$ cat config.mk
export PLATFORM = sky130hd
export DESIGN_NAME = lazy_issue_controller
export DESIGN_NICKNAME = d
export VERILOG_FILES = /design/src/rtl/lazy_issue_controller_pkg.sv /design/src/rtl/lazy_seq_out_reg.sv /design/src/rtl/lazy_issue_controller.sv
export SDC_FILE = /design/constraint.sdc
export NUM_CORES = 1
export LEC_CHECK = 0
export BUFFER_PORTS_ARGS = -buffer_cell sky130_fd_sc_hd__buf_2
export CELL_PAD_IN_SITES_DETAIL_PLACEMENT = 2
export CELL_PAD_IN_SITES_GLOBAL_PLACEMENT = 2
export CORE_UTILIZATION = 30
export CTS_CLUSTER_DIAMETER = 80
export CTS_CLUSTER_SIZE = 30
export DETAILED_ROUTE_END_ITERATION = 8
export GPL_TIMING_DRIVEN = 0
export PLACE_DENSITY_LB_ADDON = 0.1
export SETUP_SLACK_MARGIN = 0.3
export SLEW_MARGIN = 20
export SYNTH_ARGS = -nofsm -noshare
export SYNTH_HDL_FRONTEND = slang
export SYNTH_SLANG_ARGS = --single-unit
$ cat constraint.sdc
create_clock -name clk -period 2.05 [get_ports clk]
set_input_delay 0.3075 -clock clk [delete_from_list [all_inputs] [get_ports clk]]
set_output_delay 0.3075 -clock clk [all_outputs]
set_load 0.01 [all_outputs]
$ cat src/rtl/lazy_issue_controller_pkg.sv
`default_nettype none
// ============================================================================
//  Module   : lazy_issue_controller_pkg
//  Purpose  : Shared state encoding and default widths for the lazy issue
//             controller and its sequence holding register.
//  Revision : 1.0 - initial release
// ============================================================================
package lazy_issue_controller_pkg;

  // Default geometry: 64-byte jobs, 4-byte lazy window.
  localparam int DEF_JOB_LEN_LOG2    = 6;
  localparam int DEF_LAZY_LEN        = 4;
  localparam int DEF_SEQ_LL_BITS     = 7;
  localparam int DEF_SEQ_ML_BITS     = 8;
  localparam int DEF_SEQ_OFFSET_BITS = 15;
  localparam int DEF_TIMEOUT_CYCLES  = 64;

  // Controller states.
  typedef enum logic [2:0] {
    ST_IDLE  = 3'd0,
    ST_ISSUE = 3'd1,
    ST_WAIT  = 3'd2,
    ST_EMIT  = 3'd3,
    ST_SKIP  = 3'd4
  } ctrl_state_t;

  // Width of a counter that must be able to hold max_val.
  function automatic int cnt_width(input int max_val);
    return $clog2(max_val + 1);
  endfunction

endpackage
`default_nettype wire

$ cat src/rtl/lazy_seq_out_reg.sv
`default_nettype none
// ============================================================================
//  Module   : lazy_seq_out_reg
//  Purpose  : One-entry valid/ready holding register for committed sequences.
//             Contents are frozen while valid is high and ready is low.
//  Revision : 1.0 - initial release
// ============================================================================
module lazy_seq_out_reg #(
  parameter int LL_BITS     = 7,
  parameter int ML_BITS     = 8,
  parameter int OFFSET_BITS = 15
) (
  input  logic                   clk,
  input  logic                   rst_n,
  input  logic                   load,
  input  logic [LL_BITS-1:0]     load_ll,
  input  logic [ML_BITS-1:0]     load_ml,
  input  logic [OFFSET_BITS-1:0] load_offset,
  input  logic                   load_eoj,
  input  logic                   load_delim,
  input  logic                   ready,
  output logic                   valid,
  output logic [LL_BITS-1:0]     ll,
  output logic [ML_BITS-1:0]     ml,
  output logic [OFFSET_BITS-1:0] offset,
  output logic                   eoj,
  output logic                   delim
);

  // Capture a new sequence on load, drop valid once the consumer takes it.
  always_ff @(posedge clk or negedge rst_n) begin
    if (!rst_n) begin
      valid  <= 1'b0;
      ll     <= '0;
      ml     <= '0;
      offset <= '0;
      eoj    <= 1'b0;
      delim  <= 1'b0;
    end else if (load) begin
      valid  <= 1'b1;
      ll     <= load_ll;
      ml     <= load_ml;
      offset <= load_offset;
      eoj    <= load_eoj;
      delim  <= load_delim;
    end else if (valid && ready) begin
      valid  <= 1'b0;
    end
  end

endmodule
`default_nettype wire

$ cat src/rtl/lazy_issue_controller.sv
`default_nettype none
// ============================================================================
//  Module   : lazy_issue_controller
//  Purpose  : Per-job issue/retire controller. Issues one lazy match request
//             at a time, consumes the returned summary to advance the literal
//             and lazy-window pointers, emits committed sequences and carries
//             the match overlap into the following job.
//  Revision : 1.0 - initial release
// ============================================================================
module lazy_issue_controller
  import lazy_issue_controller_pkg::*;
#(
  parameter int JOB_LEN_LOG2    = DEF_JOB_LEN_LOG2,
  parameter int LAZY_LEN        = DEF_LAZY_LEN,
  parameter int SEQ_LL_BITS     = DEF_SEQ_LL_BITS,
  parameter int SEQ_ML_BITS     = DEF_SEQ_ML_BITS,
  parameter int SEQ_OFFSET_BITS = DEF_SEQ_OFFSET_BITS,
  parameter int TIMEOUT_CYCLES  = DEF_TIMEOUT_CYCLES
) (
  input  logic                       clk,
  input  logic                       rst_n,
  // job intake
  input  logic                       i_job_valid,
  output logic                       o_job_ready,
  input  logic                       i_job_delim,
  // match request
  output logic                       o_req_valid,
  input  logic                       i_req_ready,
  output logic [JOB_LEN_LOG2-1:0]    o_req_match_head_ptr,
  output logic [JOB_LEN_LOG2-1:0]    o_req_seq_head_ptr,
  output logic                       o_req_delim,
  // returned summary
  input  logic                       i_summary_done,
  input  logic [JOB_LEN_LOG2-1:0]    i_summary_seq_head_ptr,
  input  logic [SEQ_LL_BITS-1:0]     i_summary_ll,
  input  logic [SEQ_ML_BITS-1:0]     i_summary_ml,
  input  logic [SEQ_OFFSET_BITS-1:0] i_summary_offset,
  input  logic                       i_summary_delim,
  input  logic                       i_summary_eoj,
  input  logic                       i_move_to_next_job,
  input  logic [SEQ_ML_BITS-1:0]     i_summary_overlap_len,
  input  logic [JOB_LEN_LOG2-1:0]    i_move_forward,
  // committed sequence
  output logic                       o_seq_valid,
  input  logic                       i_seq_ready,
  output logic [SEQ_LL_BITS-1:0]     o_seq_ll,
  output logic [SEQ_ML_BITS-1:0]     o_seq_ml,
  output logic [SEQ_OFFSET_BITS-1:0] o_seq_offset,
  output logic                       o_seq_eoj,
  output logic                       o_seq_delim,
  // errors
  output logic                       o_err_unexpected,
  output logic                       o_err_timeout
);

  localparam int TMR_BITS = cnt_width(TIMEOUT_CYCLES);
  localparam int JOB_LEN  = 1 << JOB_LEN_LOG2;

  localparam logic [JOB_LEN_LOG2-1:0] LAZY_STEP     = JOB_LEN_LOG2'(LAZY_LEN);
  localparam logic [SEQ_ML_BITS-1:0]  JOB_LEN_CARRY = SEQ_ML_BITS'(JOB_LEN);
  localparam logic [TMR_BITS-1:0]     TMR_LIMIT     = TMR_BITS'(TIMEOUT_CYCLES);
  localparam logic [TMR_BITS-1:0]     TMR_ONE       = TMR_BITS'(1);

  ctrl_state_t             state;
  logic [JOB_LEN_LOG2-1:0] seq_head;
  logic [JOB_LEN_LOG2-1:0] match_head;
  logic [SEQ_ML_BITS-1:0]  carry;
  logic                    job_delim;
  logic [TMR_BITS-1:0]     wait_cnt;
  logic                    job_ready;
  logic                    req_valid;
  logic                    err_unexpected;
  logic                    err_timeout;

  logic                    job_fire;
  logic                    req_fire;
  logic                    seq_fire;
  logic                    sum_ok;
  logic                    sum_bad;
  logic                    sum_retire;
  logic                    sum_commit;
  logic                    skip_emit;
  logic [JOB_LEN_LOG2-1:0] next_seq_head;

  logic                       load;
  logic [SEQ_LL_BITS-1:0]     load_ll;
  logic [SEQ_ML_BITS-1:0]     load_ml;
  logic [SEQ_OFFSET_BITS-1:0] load_offset;
  logic                       load_eoj;
  logic                       load_delim;

  // Handshakes and summary classification.
  always_comb begin
    job_fire      = i_job_valid && job_ready;
    req_fire      = req_valid && i_req_ready;
    seq_fire      = o_seq_valid && i_seq_ready;
    // A summary is only meaningful in WAIT and only for the run we asked about.
    sum_ok        = i_summary_done && (state == ST_WAIT) &&
                    (i_summary_seq_head_ptr == seq_head);
    sum_bad       = i_summary_done && !sum_ok;
    // Either end-of-job flag retires the current job.
    sum_retire    = i_summary_eoj || i_move_to_next_job;
    sum_commit    = sum_ok && (sum_retire || (i_summary_ml != '0));
    skip_emit     = (state == ST_SKIP) && job_delim;
    next_seq_head = seq_head + i_move_forward;
  end

  // Select what goes into the sequence register: a summary or a block-closing empty record.
  always_comb begin
    load        = sum_commit || skip_emit;
    load_ll     = i_summary_ll;
    load_ml     = i_summary_ml;
    load_offset = i_summary_offset;
    load_eoj    = sum_retire;
    load_delim  = i_summary_delim;
    if (skip_emit) begin
      load_ll     = '0;
      load_ml     = '0;
      load_offset = '0;
      load_eoj    = 1'b1;
      load_delim  = 1'b1;
    end
  end

  // Main controller: state, pointers, carry, timeout and the registered handshake outputs.
  always_ff @(posedge clk or negedge rst_n) begin
    if (!rst_n) begin
      state       <= ST_IDLE;
      seq_head    <= '0;
      match_head  <= '0;
      carry       <= '0;
      job_delim   <= 1'b0;
      wait_cnt    <= '0;
      job_ready   <= 1'b1;
      req_valid   <= 1'b0;
      err_timeout <= 1'b0;
    end else begin
      case (state)
        ST_IDLE: begin
          if (job_fire) begin
            seq_head   <= carry[JOB_LEN_LOG2-1:0];
            match_head <= carry[JOB_LEN_LOG2-1:0];
            job_delim  <= i_job_delim;
            job_ready  <= 1'b0;
            // A carry of a whole job or more means this job is fully covered.
            if (carry >= JOB_LEN_CARRY) begin
              state <= ST_SKIP;
            end else begin
              state     <= ST_ISSUE;
              req_valid <= 1'b1;
            end
          end
        end

        ST_ISSUE: begin
          if (req_fire) begin
            req_valid <= 1'b0;
            wait_cnt  <= '0;
            state     <= ST_WAIT;
          end
        end

        ST_WAIT: begin
          if (wait_cnt != TMR_LIMIT) begin
            wait_cnt <= wait_cnt + TMR_ONE;
          end
          if (wait_cnt == (TMR_LIMIT - TMR_ONE)) begin
            err_timeout <= 1'b1;
          end
          if (sum_ok) begin
            if (sum_retire) begin
              carry <= job_delim ? '0 : i_summary_overlap_len;
              state <= ST_EMIT;
            end else if (i_summary_ml != '0) begin
              seq_head   <= next_seq_head;
              match_head <= next_seq_head;
              state      <= ST_EMIT;
            end else begin
              // No match committed: slide the lazy window and ask again.
              match_head <= match_head + LAZY_STEP;
              req_valid  <= 1'b1;
              state      <= ST_ISSUE;
            end
          end
        end

        ST_EMIT: begin
          if (seq_fire) begin
            if (o_seq_eoj) begin
              job_ready <= 1'b1;
              state     <= ST_IDLE;
            end else begin
              req_valid <= 1'b1;
              state     <= ST_ISSUE;
            end
          end
        end

        ST_SKIP: begin
          if (job_delim) begin
            carry <= '0;
            state <= ST_EMIT;
          end else begin
            carry     <= carry - JOB_LEN_CARRY;
            job_ready <= 1'b1;
            state     <= ST_IDLE;
          end
        end

        default: begin
          job_ready <= 1'b1;
          req_valid <= 1'b0;
          state     <= ST_IDLE;
        end
      endcase
    end
  end

  // One-cycle error pulse for any summary that arrives out of place.
  always_ff @(posedge clk or negedge rst_n) begin
    if (!rst_n) begin
      err_unexpected <= 1'b0;
    end else begin
      err_unexpected <= sum_bad;
    end
  end

  lazy_seq_out_reg #(
    .LL_BITS     (SEQ_LL_BITS),
    .ML_BITS     (SEQ_ML_BITS),
    .OFFSET_BITS (SEQ_OFFSET_BITS)
  ) u_seq_out (
    .clk         (clk),
    .rst_n       (rst_n),
    .load        (load),
    .load_ll     (load_ll),
    .load_ml     (load_ml),
    .load_offset (load_offset),
    .load_eoj    (load_eoj),
    .load_delim  (load_delim),
    .ready       (i_seq_ready),
    .valid       (o_seq_valid),
    .ll          (o_seq_ll),
    .ml          (o_seq_ml),
    .offset      (o_seq_offset),
    .eoj         (o_seq_eoj),
    .delim       (o_seq_delim)
  );

  assign o_job_ready          = job_ready;
  assign o_req_valid          = req_valid;
  assign o_req_match_head_ptr = match_head;
  assign o_req_seq_head_ptr   = seq_head;
  assign o_req_delim          = job_delim;
  assign o_err_unexpected     = err_unexpected;
  assign o_err_timeout        = err_timeout;

endmodule
`default_nettype wire

## Word level (Yosys, flattened, before mapping)

Cells that the tools add are included.

| cells by class | value |
|---|---|
| add/sub/neg operators | 4 |
| order comparisons | 1 |
| eq/ne operators | 20 |
| muxes and demuxes | 48 |
| bitwise operators | 2 |
| reductions and logical operators | 28 |

Operator list:

| cell | count |
|---|---|
| $mux 6 | 7 |
| $mux 8 | 5 |
| $pmux 6 s2 | 2 |
| $mux 7 | 3 |
| $ne 2x2->1 const B | 10 |
| $mux 1 | 17 |
| $pmux 8 s2 | 1 |
| $mux 15 | 1 |
| $mux 3 | 5 |
| $pmux 3 s5 | 1 |
| $pmux 7 s2 | 1 |
| $reduce_and 5->1 | 2 |
| $reduce_and 9->1 | 1 |
| $ge 8x7->1 const B | 1 |
| $logic_and 1x1->1 | 8 |
| $reduce_and 4->1 | 2 |
| $reduce_bool 2->1 | 4 |
| $reduce_bool 8->1 | 1 |
| $sub 8x7->8 const B | 1 |
| $add 7x1->7 const B | 1 |
| $eq 7x6->1 const B | 1 |
| $ne 7x7->1 const B | 1 |
| $add 6x3->6 const B | 1 |
| $add 6x6->6 | 1 |
| other kinds (15) | 25 |

| storage, ports and cells | value |
|---|---|
| register bits after elaboration | 68 |
| input port bits | 60 |
| output and inout port bits | 50 |
| logic and storage cells | 119 |

## Logic depth before layout (Yosys ltp)

| logic depth | value |
|---|---|
| depth in word-level cells | 6 |
| gate-level depth with buffers | 9 |
| gate-level depth less buffers | 9 |

## Modules after synthesis

Synthesis repeated with hierarchy kept, for this count alone.

| unflattened totals | value |
|---|---|
| cell total of the unflattened synthesis | 344 |
| area total of the unflattened synthesis | 3856.2 µm² |

By module, submodules not included:

| module | instances | cells an instance | area each (µm²) | seq. area each (µm²) |
|---|---|---|---|---|
| lazy_issue_controller | 1 | 273 | 2478.6 | 877.1 |
| lazy_seq_out_reg | 1 | 71 | 1377.6 | 825.8 |

## Least setup slack after synthesis

No wires, ideal clock.

| path | value |
|---|---|
| path type | reg-to-reg |
| start | register seq_head[0], in the netlist o_req_seq_head_ptr[0] |
| end | register seq_head[4], in the netlist o_req_seq_head_ptr[4] |
| library setup time | 125 ps |
| data arrival time | 1781 ps |
| data required time | 1925 ps |
| slack | 145 ps |
| stages on the path, launching flop included | 10 |
| path buffers | 0 |
| period minus slack after synthesis | 1905 ps |
| cell sequence | dfrtp_1 > ha_1 > inv_1 > fa_1 > inv_1 > a21o_1 > a21oi_1 > xor2_1 > o21ai_0 > mux2_2 |

| on the way | value |
|---|---|
| cells in the longest elaborated chain, start to end | 5 |
| elaborated cells between the ends (all ways) | 9 |
| those cells by class | add/sub (1); eq/ne (2); mux (4); reduce/logical (2) |

RTL lines:

| what | RTL line | RTL |
|---|---|---|
| start, declared | lazy_issue_controller.sv:65 | `logic [JOB_LEN_LOG2-1:0] seq_head;` |
| start signal, assigned | lazy_issue_controller.sv:141 | `seq_head <= carry[JOB_LEN_LOG2-1:0];` |
| start signal, assigned | lazy_issue_controller.sv:175 | `seq_head <= next_seq_head;` |
| $add 6x6->6 | lazy_issue_controller.sv:105 | `next_seq_head = seq_head + i_move_forward;` |
| $mux 6 | lazy_issue_controller.sv:174 | `end else if (i_summary_ml != '0) begin` |
| $mux 6 | lazy_issue_controller.sv:171 | `if (sum_retire) begin` |
| $mux 6 | lazy_issue_controller.sv:170 | `if (sum_ok) begin` |
| $pmux 6 s2 | lazy_issue_controller.sv:138 | `case (state)` |

Parallel ways exist; a longest one is shown, timed or not. The select of a mux whose other input is x is not followed.
A chain may end at the register's enable or synchronous reset.

## Worst setup path after layout

| path | value |
|---|---|
| start | register state[0] |
| end | register u_seq_out.offset[2] |

| on the way | value |
|---|---|
| cells in the longest elaborated chain, start to end | 5 |
| elaborated cells between the ends (all ways) | 8 |
| those cells by class | eq/ne (2); mux (1); reduce/logical (5) |

RTL lines:

| what | RTL line | RTL |
|---|---|---|
| start, declared | lazy_issue_controller.sv:64 | `ctrl_state_t state;` |
| start signal, assigned | lazy_issue_controller.sv:128 | `state <= ST_IDLE;` |
| start signal, assigned | lazy_issue_controller.sv:147 | `state <= ST_SKIP;` |
| start signal, assigned | lazy_issue_controller.sv:149 | `state <= ST_ISSUE;` |
| $eq 3x2->1 | lazy_issue_controller.sv:98 | `sum_ok = i_summary_done && (state == ST_WAIT) &&` |
| $logic_and 1x1->1 (2 in a row) | lazy_issue_controller.sv:98 |  |
| $logic_and 1x1->1 | lazy_issue_controller.sv:103 | `sum_commit = sum_ok && (sum_retire \|\| (i_summary_ml != '0));` |
| $logic_or 1x1->1 | lazy_issue_controller.sv:110 | `load = sum_commit \|\| skip_emit;` |
| end signal, assigned | lazy_seq_out_reg.sv:43 | `offset <= load_offset;` |
| end, declared | lazy_seq_out_reg.sv:25 | `output logic [OFFSET_BITS-1:0] offset,` |

Parallel ways exist; a longest one is shown, timed or not.

==> flow_summary_export.csv <==
group,metric,value,unit
status,outcome,"completed",
route,drt_iter0_drc,104,
yosys,synthSimpleGateAreaFrac,13.9,%
place,port_buffers,109,
place,dp_cells,580,
yosys,synth_fa_ha_area_share,3.86,%
worst_setup_path,critPathMaxFanout,10,
yosys,synth_common_cells,"dfrtp_1, a22o_1, nand2_1",
yosys,yosysMostFrequentCell,"dfrtp_1",
clock_tree,cts_sinks,68,
grt,antenna_found_initial,0,
timing,rsz0062_at_grt,"yes",
yosys,mappedNetlistNets,400,
worst_setup_path,path_cells,"nor3b_4 > buf_4 > buf_6 > nand4_4 > a211oi_4 > nor2_4 > buf_4 > a22o_1",
final_layout,fillers,1149,
yosys,synth-compound-area-share,21.7,%
timing,period_minus_slack,2030,ps
timing,tightest_slew,668,ps
grt,grt_pass1_vias,3539,
route,dr.pass1.iters,4,
floorplan,die_h,109,um
worst_setup_path,critPathBufInv,3,
yosys,ys_seq_elements,68,
yosys,synth_top_cell_area_share,48.8,%
grt,grtUsageTotal,21.8,%
yosys,yosysSeqAreaShare,49.6,%
route,final_antenna_net_count,0,
worst_setup_path,end_kind,"register",
place,dpl.hpwl,8480,um
grt,grt-ovfl-total,0,
final_layout,fin_util,47.2,%
timing,slew_violations,0,
worst_setup_path,cp_slowest_stage_delay,460,ps
clock_tree,cts_root_buf,"clkbuf_16",
timing,finalCritPeriodShare,99.1,%
clock_tree,ctsLongestPathBuffers,2,
timing,layout_setup_ws,17.7,ps
floorplan,num_rows,38,
clock_tree,path_clk_slew,60,ps
clock_tree,cts_tree,"done",
route,routedWlPerCell,21.3,um
floorplan,io-pin-count,110,
yosys,muxShareOfSynthArea,3.64,%
yosys,synthCells,330,
route,wl,13400,um
clock_tree,htreeDepth,3,
yosys,syn_avg_cell_area,10.4,um2
yosys,yosysWarningCount,0,
place,place_ws,-321,ps
floorplan,fp.coreArea,11000,um2
power_and_ir_drop,powerDensity,1500,nW/um2
yosys,synth.area.top_cells,"dfrtp_1, a22o_1, nand2_1",
yosys,synth.largest_area_cell,"dfrtp_1",
yosys,synth_xor_area_share,3.57,%
yosys,synth_flop_cell,"dfrtp_1",
final_layout,fin_cells,629,
worst_setup_path,path_delay_family,"simple AND/OR/NAND/NOR gates",
timing,hold_viol,0,
power_and_ir_drop,ir_drop,0.523,mV
route,avgViaCountPerCell,5.24,
worst_setup_path,critPathKind,"register to register",
yosys,synth_edf_count,0,
grt,grt_pass1_wl,19000,um
final_layout,n_antenna_cell,0,
worst_setup_path,cp_slowest_cell,"dfrtp_2",
route,num_vias,3298,
yosys,synthesis.area,3440,um2
worst_setup_path,cp_data_required_time,2280,ps
worst_setup_path,cp_data_arrival_time,2260,ps
grt,grt_max_degree,40,
yosys,synth_top_family_by_area,"compound AO/OA/AOI/OAI gates",
timing,fin_skew,4.16,ps
timing,slew_headroom,55.1,%
final_layout,syn2layout_area_growth,50.9,%
floorplan,start_util,31.3,%
floorplan,die_x,109,um
place,gp_congestion,0.786,
min_path,hold_class,"primary input to register",
worst_setup_path,crit_path_start_kind,"register",
power_and_ir_drop,leakagePower,2.54,nW
timing,max_freq,492,MHz
clock_tree,cts_buffers,9,
floorplan,die_area,11900,um2
flow_run,drv_cap,0,
clock_tree,clock_latency,340,ps
final_layout,fin_nets,555,
route,drc_errors,0,
worst_setup_path,crit_top_cell,"buf_4",
yosys,yosysUniqueCellTypes,54,
final_layout,drive_above_1_share,47.9,%
yosys,synthArstFlopShare,100,%
timing,setup_viol,0,
registers in the layout (all words and copies together) (netlist names):
name	count
wait_cnt	7
state	3
u_seq_out.ml	8
o_req_valid	1
o_req_seq_head_ptr	6
u_seq_out.ll	7
o_err_timeout	1
u_seq_out.delim	1
o_req_match_head_ptr	6
u_seq_out.eoj	1
o_job_ready	1
o_req_delim	1
o_err_unexpected	1
carry	8
u_seq_out.valid	1
u_seq_out.offset	15
per-layer routing:
layer	up-vias	track usage, %	wire length, um
li1	1507	-	-
met1	1697	26.8	5500
met2	72	38.2	7080
met3	22	4.12	453
met4	0	6.95	330
met5	-	0	0
worst paths after layout:
path                            depth (start not counted)                       from  slack [ps]                                end
worst min register to register                          1  o_err_timeout$_DFFE_PN0P_         470          o_err_timeout$_DFFE_PN0P_
max in group asynchronous                               3                      rst_n        1010  o_req_seq_head_ptr[5]$_DFFE_PN0P_
worst max register to register                          8       state[0]$_DFFE_PN0P_          20    u_seq_out.offset[2]$_DFFE_PN0P_
min in group asynchronous                               2                      rst_n         440            wait_cnt[2]$_DFFE_PN0P_
worst min-delay path                                    2                i_seq_ready         180        u_seq_out.valid$_DFFE_PN0P_
worst max-delay path                                    8       state[0]$_DFFE_PN0P_          20    u_seq_out.offset[2]$_DFFE_PN0P_
where the power goes:
part / switching (W) / internal, W
combinational: 0.00210 / 0.00176
clock: 0.000613 / 0.00105
sequential: 0.000429 / 0.00182
total: 0.00314 / 0.00464
area by class of cell:
class / count / area (um2) / area share, %
tap: 140 / 175 / 3.38
sequential: 68 / 1710 / 33.0
multi-input combinational: 231 / 1930 / 37.3
clock inverter: 5 / 77.6 / 1.50
buffer: 14 / 114 / 2.20
inverter: 17 / 63.8 / 1.23
clock buffer: 10 / 229 / 4.42
timing repair buffer: 144 / 883 / 17.0
worst register-to-register path, delay by kind of cell, from the launching register on:
family	cells	cell delay, ps
simple gates	3	510
compound gates	2	510
flops	1	460
buf+inv	3	440
cells in the final DEF, fill, tap and decap left out, types with 3 or more instances in the layout:
cell type    n
and3_1       5
xnor2_1      4
nor2_4       4
a21oi_1     10
a21o_1       3
dfrtp_2      5
dfrtp_1     62
a22o_1      33
ha_1         5
buf_6       10
xnor2_2      7
nor3_1       3
a21oi_2      4
clkbuf_16   10
nor2_1      12
o21ai_2      3
mux2_2       3
ha_4         4
nand2_1     28
nand3_1      5
nand4_1      4
buf_2      111
buf_4       27
mux2i_1      8
o21ai_1      8
nor4_2       3
a31oi_1      3
o21ai_0     17
inv_1       16
nor2b_1      6
through the flow:
stage	setup TNS, ps	hold slack (ps)	cell area [um2]	total power (W)
floorplan	0	11.9	3480	0.00403
global placement	-7480	447	4210	0.00502
detailed placement	-10020	273	4230	0.00515
CTS	0	178	4910	0.00732
global route	-482	179	5180	0.00824
finish	0	179	5180	0.00777
cells by family (layout without fill, tap and decap cells):
family,after synthesis,in the layout
AOI/OAI and AO/OA,105,105
and+or+nand+nor,90,90
DFF,68,68
buffers and inverters,31,190
xor gates and xnor gates,14,14
muxes,12,12
adders and majority gates,10,10
repair_timing:
action | CTS | global route
hold buffers | 1 | 0
gates cloned | 1 | 2
pin swaps | 17 | 23
resized for setup | 48 | 41
setup buffers | 19 | 11
setup endpoints to repair | 64 | 64
hold endpoints to repair | 28 | 0
Note: power is estimated with default switching activity, not from simulation.
